[config.mk]
export PLATFORM = sky130hd
export DESIGN_NAME = pose_update_sequencer_flat
export DESIGN_NICKNAME = d
export VERILOG_FILES = /design/src/rtl/pose_update_sequencer_if.sv /design/src/rtl/pose_update_sequencer.sv /design/src/flat_wrapper.sv
export SDC_FILE = /design/constraint.sdc
export NUM_CORES = 1
export LEC_CHECK = 0
export BUFFER_PORTS_ARGS = -buffer_cell sky130_fd_sc_hd__clkbuf_2
export CORE_MARGIN = 1
export CORE_UTILIZATION = 45
export CTS_CLUSTER_SIZE = 28
export DETAILED_ROUTE_END_ITERATION = 12
export SETUP_SLACK_MARGIN = 0.2
export SLEW_MARGIN = 10
export SYNTH_ARGS = -nofsm -noshare
export SYNTH_HDL_FRONTEND = slang
export SYNTH_SLANG_ARGS = --single-unit
[constraint.sdc]
create_clock -name pixel_clk_in -period 11.9 [get_ports pixel_clk_in]
set_input_delay 2.38 -clock pixel_clk_in [delete_from_list [all_inputs] [get_ports pixel_clk_in]]
set_output_delay 2.38 -clock pixel_clk_in [all_outputs]
set_load 0.01 [all_outputs]
[src/rtl/pose_update_sequencer_if.sv]
// Grid map BRAM read port: the pose sequencer drives the strobe and address,
// and the map store returns the cell value.
interface pose_update_sequencer_if #(
    parameter int N = 24
);
    localparam int AW = $clog2(N*N);

    logic          map_rd_out;
    logic [AW-1:0] map_addr_out;
    logic [3:0]    map_data_in;

    modport master (output map_rd_out, output map_addr_out, input map_data_in);
    modport slave  (input map_rd_out, input map_addr_out, output map_data_in);
endinterface

[src/rtl/pose_update_sequencer.sv]
// Per-frame player pose owner: one collision-checked move or one fixed-step rotation per frame.
// Build option WALL_SLIDE_EN: a map-blocked move retries X-only, then Y-only candidates.
module pose_update_sequencer #(
    parameter int                 N           = 24,
    parameter int                 MAP_LATENCY = 2,
    parameter logic signed [15:0] MOVE_SPEED  = 16'sh0100,
    parameter logic signed [15:0] COS_ROT     = 16'sh00FC,
    parameter logic signed [15:0] SIN_ROT     = 16'sh002C
) (
    input  logic                    pixel_clk_in,
    input  logic                    rst_in,
    input  logic                    frame_start_in,
    input  logic                    moveFwd,
    input  logic                    moveBack,
    input  logic                    rotLeft,
    input  logic                    rotRight,
    pose_update_sequencer_if.master map_bus,
    output logic signed [15:0]      posX,
    output logic signed [15:0]      posY,
    output logic signed [15:0]      dirX,
    output logic signed [15:0]      dirY,
    output logic signed [15:0]      planeX,
    output logic signed [15:0]      planeY,
    output logic                    valid_out,
    output logic                    blocked_out,
    output logic                    busy_out
);
    localparam int AW = $clog2(N*N);
    localparam int WW = (MAP_LATENCY > 1) ? $clog2(MAP_LATENCY) : 1;

    typedef enum logic [2:0] {IDLE, CALC, READ, WAIT, ROT, COMMIT} state_t;
    typedef enum logic [2:0] {ACT_NONE, ACT_FWD, ACT_BACK, ACT_ROTL, ACT_ROTR} act_t;
    typedef struct packed {
        logic fwd;
        logic back;
        logic rot_l;
        logic rot_r;
    } btn_t;

    state_t             state, state_nxt;
    btn_t               btn;
    act_t               act;
    logic signed [15:0] cand_x, cand_y;
    logic               commit_ok;
    logic [1:0]         try_idx, try_nxt;
    logic [WW-1:0]      wait_cnt;
    logic [2:0]         rot_step;
    logic signed [31:0] acc [4];
    logic               move_commit, move_fail;

    function automatic logic in_range(input logic [15:0] v);
        return !v[15] && (int'(v[15:8]) < N);
    endfunction

    // Opposing buttons cancel before the priority pick.
    always_comb begin
        act = ACT_NONE;
        if (btn.fwd && !btn.back)        act = ACT_FWD;
        else if (btn.back && !btn.fwd)   act = ACT_BACK;
        else if (btn.rot_l && !btn.rot_r) act = ACT_ROTL;
        else if (btn.rot_r && !btn.rot_l) act = ACT_ROTR;
    end

    logic signed [31:0] step_x, step_y;
    logic signed [15:0] cx_c, cy_c;
    assign step_x = dirX * MOVE_SPEED;
    assign step_y = dirY * MOVE_SPEED;
    assign cx_c   = (act == ACT_BACK) ? posX - step_x[23:8] : posX + step_x[23:8];
    assign cy_c   = (act == ACT_BACK) ? posY - step_y[23:8] : posY + step_y[23:8];

    // try 0 = combined, 1 = X-only (keep posY), 2 = Y-only (keep posX).
    logic signed [15:0] ax, ay;
    assign ax = (try_idx == 2'd2) ? posX : cand_x;
    assign ay = (try_idx == 2'd1) ? posY : cand_y;

    assign map_bus.map_addr_out = AW'(int'(ay[15:8]) * N + int'(ax[15:8]));
    assign map_bus.map_rd_out   = (state == READ);
    assign busy_out             = (state != IDLE);
    assign valid_out            = (state == COMMIT) && commit_ok;
    assign blocked_out          = (state == COMMIT) && !commit_ok;

    // Rotation schedule: steps 0-3 build dir, 4-7 build plane; odd step of each pair
    // at index 1 is the subtracted cross term.
    logic signed [15:0] sin_eff, mul_a, mul_b, vx, vy;
    logic signed [31:0] prod, acc_sum;
    logic [1:0]         acc_sel;
    assign sin_eff = (act == ACT_ROTR) ? -SIN_ROT : SIN_ROT;
    assign vx      = rot_step[2] ? planeX : dirX;
    assign vy      = rot_step[2] ? planeY : dirY;

    always_comb begin
        mul_a = vx;
        mul_b = COS_ROT;
        case (rot_step[1:0])
            2'd0:    begin mul_a = vx; mul_b = COS_ROT; end
            2'd1:    begin mul_a = vy; mul_b = sin_eff; end
            2'd2:    begin mul_a = vx; mul_b = sin_eff; end
            default: begin mul_a = vy; mul_b = COS_ROT; end
        endcase
    end

    assign prod    = mul_a * mul_b;
    assign acc_sel = rot_step[2:1];
    assign acc_sum = (rot_step[1:0] == 2'd1) ? acc[acc_sel] - prod : acc[acc_sel] + prod;

    always_ff @(posedge pixel_clk_in or negedge rst_in) begin
        if (!rst_in) state <= IDLE;
        else         state <= state_nxt;
    end

    always_comb begin
        state_nxt   = state;
        try_nxt     = try_idx;
        move_commit = 1'b0;
        move_fail   = 1'b0;
        case (state)
            IDLE: if (frame_start_in) state_nxt = CALC;
            CALC: begin
                try_nxt = 2'd0;
                case (act)
                    ACT_FWD, ACT_BACK: begin
                        if (in_range(cx_c) && in_range(cy_c)) begin
                            state_nxt = READ;
                        end else begin
                            state_nxt = COMMIT;
                            move_fail = 1'b1;
                        end
                    end
                    ACT_ROTL, ACT_ROTR: state_nxt = ROT;
                    default:            state_nxt = IDLE;
                endcase
            end
            READ: state_nxt = WAIT;
            WAIT: begin
                if (wait_cnt == WW'(MAP_LATENCY - 1)) begin
                    state_nxt = COMMIT;
                    if (map_bus.map_data_in == 4'd0) begin
                        move_commit = 1'b1;
`ifdef WALL_SLIDE_EN
                    // Each axis was range-checked as part of the combined candidate,
                    // so both single-axis retries are always in bounds.
                    end else if (try_idx != 2'd2) begin
                        state_nxt = READ;
                        try_nxt   = try_idx + 2'd1;
`endif
                    end else begin
                        move_fail = 1'b1;
                    end
                end
            end
            ROT:     if (rot_step == 3'd7) state_nxt = COMMIT;
            COMMIT:  state_nxt = IDLE;
            default: state_nxt = IDLE;
        endcase
    end

    always_ff @(posedge pixel_clk_in or negedge rst_in) begin
        if (!rst_in) begin
            posX      <= 16'sh0C80;
            posY      <= 16'sh0180;
            dirX      <= 16'sh0000;
            dirY      <= 16'sh0100;
            planeX    <= 16'sh0000;
            planeY    <= 16'sh00A9;
            btn       <= '0;
            cand_x    <= '0;
            cand_y    <= '0;
            commit_ok <= 1'b0;
            try_idx   <= '0;
            wait_cnt  <= '0;
            rot_step  <= '0;
            for (int i = 0; i < 4; i++) acc[i] <= '0;
        end else begin
            try_idx <= try_nxt;
            if (state == IDLE && frame_start_in)
                btn <= {moveFwd, moveBack, rotLeft, rotRight};
            if (state == CALC) begin
                cand_x   <= cx_c;
                cand_y   <= cy_c;
                rot_step <= '0;
                for (int i = 0; i < 4; i++) acc[i] <= '0;
            end
            if (state == READ) wait_cnt <= '0;
            if (state == WAIT) wait_cnt <= wait_cnt + 1'b1;
            if (move_fail) commit_ok <= 1'b0;
            if (move_commit) begin
                commit_ok <= 1'b1;
                posX      <= ax;
                posY      <= ay;
            end
            if (state == ROT) begin
                acc[acc_sel] <= acc_sum;
                rot_step     <= rot_step + 3'd1;
                // Last product lands straight into planeY; the other three are already final.
                if (rot_step == 3'd7) begin
                    commit_ok <= 1'b1;
                    dirX      <= acc[0][23:8];
                    dirY      <= acc[1][23:8];
                    planeX    <= acc[2][23:8];
                    planeY    <= acc_sum[23:8];
                end
            end
        end
    end
endmodule

[src/flat_wrapper.sv]
// flat-port wrapper written by rule: the top's interface ports become plain ports
module pose_update_sequencer_flat 
#(
    parameter int                 N           = 24,
    parameter int                 MAP_LATENCY = 2,
    parameter logic signed [15:0] MOVE_SPEED  = 16'sh0100,
    parameter logic signed [15:0] COS_ROT     = 16'sh00FC,
    parameter logic signed [15:0] SIN_ROT     = 16'sh002C
)
  (pixel_clk_in, rst_in, frame_start_in, moveFwd, moveBack, rotLeft, rotRight, posX, posY, dirX, dirY, planeX, planeY, valid_out, blocked_out, busy_out, map_bus_map_rd_out, map_bus_map_addr_out, map_bus_map_data_in);
  pose_update_sequencer_if #(.N(N)) map_bus_i ();
  input  logic pixel_clk_in;
  input  logic rst_in;
  input  logic frame_start_in;
  input  logic moveFwd;
  input  logic moveBack;
  input  logic rotLeft;
  input  logic rotRight;
  output logic signed [15:0] posX;
  output logic signed [15:0] posY;
  output logic signed [15:0] dirX;
  output logic signed [15:0] dirY;
  output logic signed [15:0] planeX;
  output logic signed [15:0] planeY;
  output logic valid_out;
  output logic blocked_out;
  output logic busy_out;
  output wire logic [$bits(map_bus_i.map_rd_out)-1:0] map_bus_map_rd_out;
  output wire logic [$bits(map_bus_i.map_addr_out)-1:0] map_bus_map_addr_out;
  input wire logic [$bits(map_bus_i.map_data_in)-1:0] map_bus_map_data_in;
  assign map_bus_map_rd_out = map_bus_i.map_rd_out;
  assign map_bus_map_addr_out = map_bus_i.map_addr_out;
  assign map_bus_i.map_data_in = map_bus_map_data_in;
  pose_update_sequencer #(.N(N), .MAP_LATENCY(MAP_LATENCY), .MOVE_SPEED(MOVE_SPEED), .COS_ROT(COS_ROT), .SIN_ROT(SIN_ROT)) u_core (.pixel_clk_in(pixel_clk_in), .rst_in(rst_in), .frame_start_in(frame_start_in), .moveFwd(moveFwd), .moveBack(moveBack), .rotLeft(rotLeft), .rotRight(rotRight), .map_bus(map_bus_i), .posX(posX), .posY(posY), .dirX(dirX), .dirY(dirY), .planeX(planeX), .planeY(planeY), .valid_out(valid_out), .blocked_out(blocked_out), .busy_out(busy_out));
endmodule
Word-level counts from Yosys, hierarchy flattened
Index checks and enable logic that the tools add are counted.
W data, S select, Z words.
- div/mod/pow operators: 0
- multipliers: 2
- mux-type cells: 42
- shifts and indexed selects: 0
- bitwise gates (word level): 1
- reductions and logical operators: 30
- magnitude comparators: 4
- equal/unequal tests: 15
- add/subtract/negate cells: 9
- operators by type and width (cell ; count):
    $mux W128 ; 2
    $bwmux W128 ; 1
    $mux W32 ; 4
    $mux W16 ; 7
    $bmux W32 S2 ; 1
    $demux W32 S2 ; 1
    $add A16 B16 Y16 ; 2
    $add A32 B32 Y32 ; 1
    $mul A16 B16 Y32 ; 1
    $sub A16 B16 Y16 ; 2
    $sub A32 B32 Y32 ; 1
    $mux W3 ; 10
    $lt A8 B5 Y1 const B ; 2
    $pmux W3 S5 ; 1
    $mux W1 ; 13
    $eq A3 B2 Y1 const B ; 4
    $eq A3 B3 Y1 const B ; 4
    $logic_and A1 B1 Y1 ; 11
    $add A10 B9 Y10 ; 1
    $mul A8 B2 Y7 const B ; 1
    $reduce_or A2 Y1 ; 4
    $logic_not A1 Y1 ; 7
    $eq A3 B1 Y1 const B ; 2
    $pmux W3 S2 ; 1
    17 further kinds ; 19
- register bits: 268
- memories kept: 0
- bits of input ports: 11
- output and inout bits: 110
- logic and storage cells: 125
- ROM bits: 0
- memory bits (writable): 0
- latch bits: 0

Logic depth before layout (Yosys ltp)
- depth after elaboration: 18
- gate-level depth with buffers: 44
- gate-level depth less buffers: 41

Worst setup path after synthesis
No wires, ideal clock.
- path type: reg2reg
- start point: register u_core.rot_step[1]
- end point: register u_core.acc[119] in the netlist's numbering
- period minus slack after synthesis: 9.342 ns
- setup time: 0.128 ns
- setup slack: 2.558 ns
- cell stages (with the launch flop): 42
- buffers on the path: 1
- required time: 11.772 ns
- arrival: 9.214 ns
- path through: dfrtp_1 -> clkbuf_1 -> inv_1 -> ha_1 -> nor2_1 -> o21ai_0 -> o21ai_0 -> clkinv_1 -> xnor2_1 -> nor2_1 -> ha_1 -> o21bai_1 -> fa_1 -> inv_1 -> fa_1 -> inv_1 -> fa_1 -> fa_1 -> (+6 left out) -> or2_2 -> nor2_1 -> xnor2_1 -> nand3_1 -> nor3_1 -> nor2_1 -> xnor2_1 -> ha_1 -> nand4_1 -> nor2_1 -> nand2_1 -> o21ai_0 -> a311oi_1 -> o21ai_0 -> a21oi_1 -> xnor3_1 -> xnor2_2 -> o21ai_1
- longest elaborated chain between the ends: 8
- elaborated cells between the ends (all ways): 22
- classes of those cells: add/sub: 2; mul: 1; order compare: 2; eq/ne: 2; mux: 10; bitwise: 1; reduce/logical: 4
- ends and longest elaborated chain (what ; RTL line ; RTL):
    start, declared ; pose_update_sequencer.sv:47 ; logic [2:0] rot_step;
    start signal, assigned ; pose_update_sequencer.sv:193 ; rot_step <= rot_step + 3'd1;
    $eq A2 B2 Y1, or another cell as far along ; pose_update_sequencer.sv:94 ; case (rot_step[1:0])
    $reduce_or A2 Y1 (no source line) / $bmux W32 S2 (equally long branches) ; - ;
    $mux W16 / $mux W32 (equally long branches) ; pose_update_sequencer.sv:94, pose_update_sequencer.sv:104 ;
    $mul A16 B16 Y32 / $mux W32 (equally long branches) ; pose_update_sequencer.sv:102, pose_update_sequencer.sv:104 ;
    $add A32 B32 Y32 / $sub A32 B32 Y32 (equally long branches) ; pose_update_sequencer.sv:104 ; assign acc_sum = (rot_step[1:0] == 2'd1) ? acc[acc_sel] - prod : acc[acc_sel] + prod;
    $mux W32 ; pose_update_sequencer.sv:104 ;
    $bwmux W128 (*) ; pose_update_sequencer.sv:192 ; acc[acc_sel] <= acc_sum;
    $mux W128 (*) ; pose_update_sequencer.sv:191 ; if (state == ROT) begin
    end signal, assigned by index ; pose_update_sequencer.sv:192 ;
    end, declared ; pose_update_sequencer.sv:48 ; logic signed [31:0] acc [4];
Mark *: on every way between the ends. The rest lies on a longest branch, timed or not. The select of a mux whose other input is x is not followed.
A chain may end at the register's enable or synchronous reset.

Worst setup path in the final report
Ends and elaborated chain as after synthesis.

==> results.sh <==
export IMPL_status="finished clean"
export IMPL_drc_errors=0
export IMPL_final_nets=2338
export IMPL_clk_latency_ns=0.54
export IMPL_tritoncts="built"
export IMPL_core_area_mm2=0.0420
export IMPL_dieArea_mm2=0.0435
export IMPL_antenna_found_initial=0
export IMPL_fp_row_count=75
export IMPL_max_cap_violations=0
export IMPL_dp_cells=2553
export IMPL_postCtsSetupBuffers=0
export IMPL_via_count=14500
export IMPL_switching_share_pct=39.7
export IMPL_r2r_cells=40
export IMPL_synth_warnings=0
export IMPL_io_buffers=120
export IMPL_wl_per_cell_um=19.5
export IMPL_p_sw_mw=1.11
export IMPL_regMostFlops="u_core.acc"
export IMPL_syn_nets=2260
export IMPL_arrival_ns=11.19
export IMPL_synth_edff_count=0
export IMPL_critPathLaunchType="flop"
export IMPL_seq_power_share_pct=30.3
export IMPL_setup_viol_count_final=0
export IMPL_synthArstFlopShare_pct=100
export IMPL_whs_path_depth=2
export IMPL_fin_crit_ns=10.81
export IMPL_comb_power_share_pct=40.4
export IMPL_viasPerCell=5.59
export IMPL_power_density_mw_per_mm2=132
export IMPL_critPathKind="flop to flop"
export IMPL_numCtsBuffers=25
export IMPL_start_util_pct=45.6
export IMPL_ys_seq_elements=228
export IMPL_worst_pin_slew_ns=1.23
export IMPL_grt_pass1_wl_mm=81.3
export IMPL_cpMaxStageDelayCell="dfrtp_2"
export IMPL_stdcell_count=2599
export IMPL_grt_pass1_vias=14600
export IMPL_postRouteWirelength_mm=50.7
export IMPL_syn_area_mm2=0.0192
export IMPL_syn_inst=1963
export IMPL_cellInternalPower_mw=1.68
export IMPL_ios=121
export IMPL_worstSetupEndpointType="flop"
export IMPL_cts_clk_slew_worst_paths_ns=0.06
export IMPL_hold_path_class="flop to flop"
export IMPL_rsz0062_at_grt="no"
export IMPL_leakage_nw=10.4
export IMPL_fin_setup_tns_ns=0
export IMPL_largest_register_ffs=88
export IMPL_drive_above_1_share_pct=15.8
export IMPL_fin_crit_sh_pct=90.8
export IMPL_first_pass_iters=4
export IMPL_synth_main_ff_cell="dfrtp_1"
export IMPL_hpwl_mm=38.9
export IMPL_p_clk_share_pct=29.3
export IMPL_synth_cell_types=69
export IMPL_die_h_um=208
export IMPL_antenna_left=0
export IMPL_ir_drop_mv=0.166
export IMPL_n_antenna_cell=0
export IMPL_die_x_um=208
export IMPL_track_usage_pct=23.6
export IMPL_fin_skew_ns=0.0174
export IMPL_critical_path_required_ns=12.28
export IMPL_gp_congestion=0.938
export IMPL_crit_fanout=13
export IMPL_utilization_pct=50.2
export IMPL_clock_tree_root_cell="clkbuf_16"
export IMPL_critPathMaxStageDelay_ns=0.61
export IMPL_postCtsHoldBufs=0
export IMPL_syn_to_final_growth_pct=10.1
export IMPL_hold_viol=0
export IMPL_cts_max_path_buffers=3
export IMPL_h_tree_depth=1
export IMPL_synth_avg_cell_area_um2=9.77
export IMPL_yosysSeqAreaShare_pct=29.8
export IMPL_globalRouteOverflowTotal=0
export IMPL_fmax_mhz=92.5
export IMPL_drt_iter0_markers=955
export IMPL_cts_sinks=228
export IMPL_grt_max_degree=94
export IMPL_slew_headroom_pct=17.5
export IMPL_slew_violations=0
==> cell usage in the layout, fill, tap and decap left out, types with 7 or more instances in the layout <==
cell,netlist,final
clkbuf_2,0,119
clkbuf_1,64,8
or2_2,9,9
dfstp_2,10,10
dfrtp_1,218,216
mux2_2,85,85
o21a_1,23,23
a31oi_1,12,12
nand3_1,102,102
o21bai_1,13,13
a211oi_1,7,7
nor2_1,112,111
mux2i_1,8,8
o21ai_0,164,164
ha_1,157,157
nor2b_1,11,11
xnor2_1,117,117
and2_1,15,15
o31ai_1,12,12
and3_1,7,7
nand2_1,133,131
mux4_2,35,35
inv_1,217,217
fa_1,129,129
nor3_1,28,28
nand2b_1,29,29
clkbuf_16,0,25
xor2_1,35,35
buf_4,4,16
a21o_1,23,23
a21oi_1,83,83
==> routing by layer <==
| metal | up-vias | routed length (µm) | GRT usage (%) |
|---|---|---|---|
| met3 | 49 | 2690 | 3.85 |
| met2 | 383 | 23200 | 37.4 |
| met5 | - | 0 | 0 |
| met4 | 0 | 761 | 3.55 |
| met1 | 7257 | 24000 | 34.4 |
| li1 | 6840 | - | - |
==> cell families (layout without fill, tap and decap cells) <==
logic type / Yosys count / after routing / share of synthesized area, %
and+or+nand+nor: 480 / 480 / 11.8
buffers and inverters: 305 / 402 / 6.10
AOI/OAI and AO/OA: 375 / 375 / 11.5
xor gates and xnor gates: 156 / 156 / 7.34
adders and majority gates: 291 / 291 / 24.0
DFF: 228 / 228 / 29.8
muxes: 128 / 128 / 9.52
==> final timing paths <==
check	start	end	slack, ns
worst max-delay path	u_core.rot_step[1]$_DFFE_PN0P_	u_core.acc[119]$_DFF_PN0_	1.09
worst min-delay path	u_core.cand_y[3]$_DFFE_PN0P_	u_core.cand_y[3]$_DFFE_PN0P_	0.48
worst max register to register	u_core.rot_step[1]$_DFFE_PN0P_	u_core.acc[119]$_DFF_PN0_	1.09
worst min register to register	u_core.cand_y[3]$_DFFE_PN0P_	u_core.cand_y[3]$_DFFE_PN0P_	0.48
max in group asynchronous	rst_in	u_core.rot_step[2]$_DFFE_PN0P_	8.48
min in group asynchronous	rst_in	u_core.cand_x[0]$_DFFE_PN0P_	1.86
==> cell usage after synthesis, drive strengths merged, types with 11 or more instances <==
cell,count,area (µm²)
o21a,23,173
inv,217,815
nor2b,11,68.8
nand3,102,510
a21o,23,173
buf,21,104
mux4,35,788
nor3,28,140
and2,15,93.8
nand2,133,499
nor2,112,420
ha,157,1960
a31oi,12,75.1
xnor2,119,1060
clkbuf,64,240
dfrtp,218,5460
mux2,85,957
fa,129,2580
o21bai,13,97.6
o31ai,12,90.1
o21ai,170,851
xor2,35,307
nand2b,29,181
a21oi,83,415
==> worst max-delay path: cells and delay by family (launching register included) <==
kind | cells | cell delay [ns]
xor+xnor | 5 | 1.56
fa+ha+maj | 9 | 3.63
buf+inv | 6 | 0.80
compound gates | 8 | 1.86
simple gates | 12 | 2.18
flops | 1 | 0.61
==> power groups by stage <==
stage          clock network (mW)  logic [mW]  registers, mW
6_report                    0.817        1.13          0.843
5_1_grt                     0.861        1.24          0.848
4_1_cts                     0.828        1.12          0.843
3_5_place_dp                    0        1.11          0.857
3_3_place_gp                    0        1.09          0.856
2_1_floorplan                   0       0.819          0.842
==> area by class of cell <==
cell class	instances	area [µm²]
clock inverters	7	124
repair buffers	136	731
clock buffers	39	738
inverters	220	826
flip-flops and latches	228	5720
fillers	3851	20900
multi-input cells	1430	12300
well taps	539	674
==> timing repair <==
item,4_1_cts,5_1_grt
endpoints found under the setup margin,0,5
hold endpoints to repair,0,0
gates resized for setup,0,2
==> per-stage QoR <==
stage                     worst slack, ns  power [mW]  cell area, µm²  hold slack, ns
after CTS                           0.606        2.79           21100           0.480
after detailed placement            0.627        1.97           20300           0.466
after global routing                0.407        2.95           21100           0.498
after floorplan                      2.56        1.66           19200           0.442
final                                1.09        2.79           21100           0.478
after global placement               1.09        1.95           20300           0.453
No activity file was read; power rests on OpenSTA's default activity.
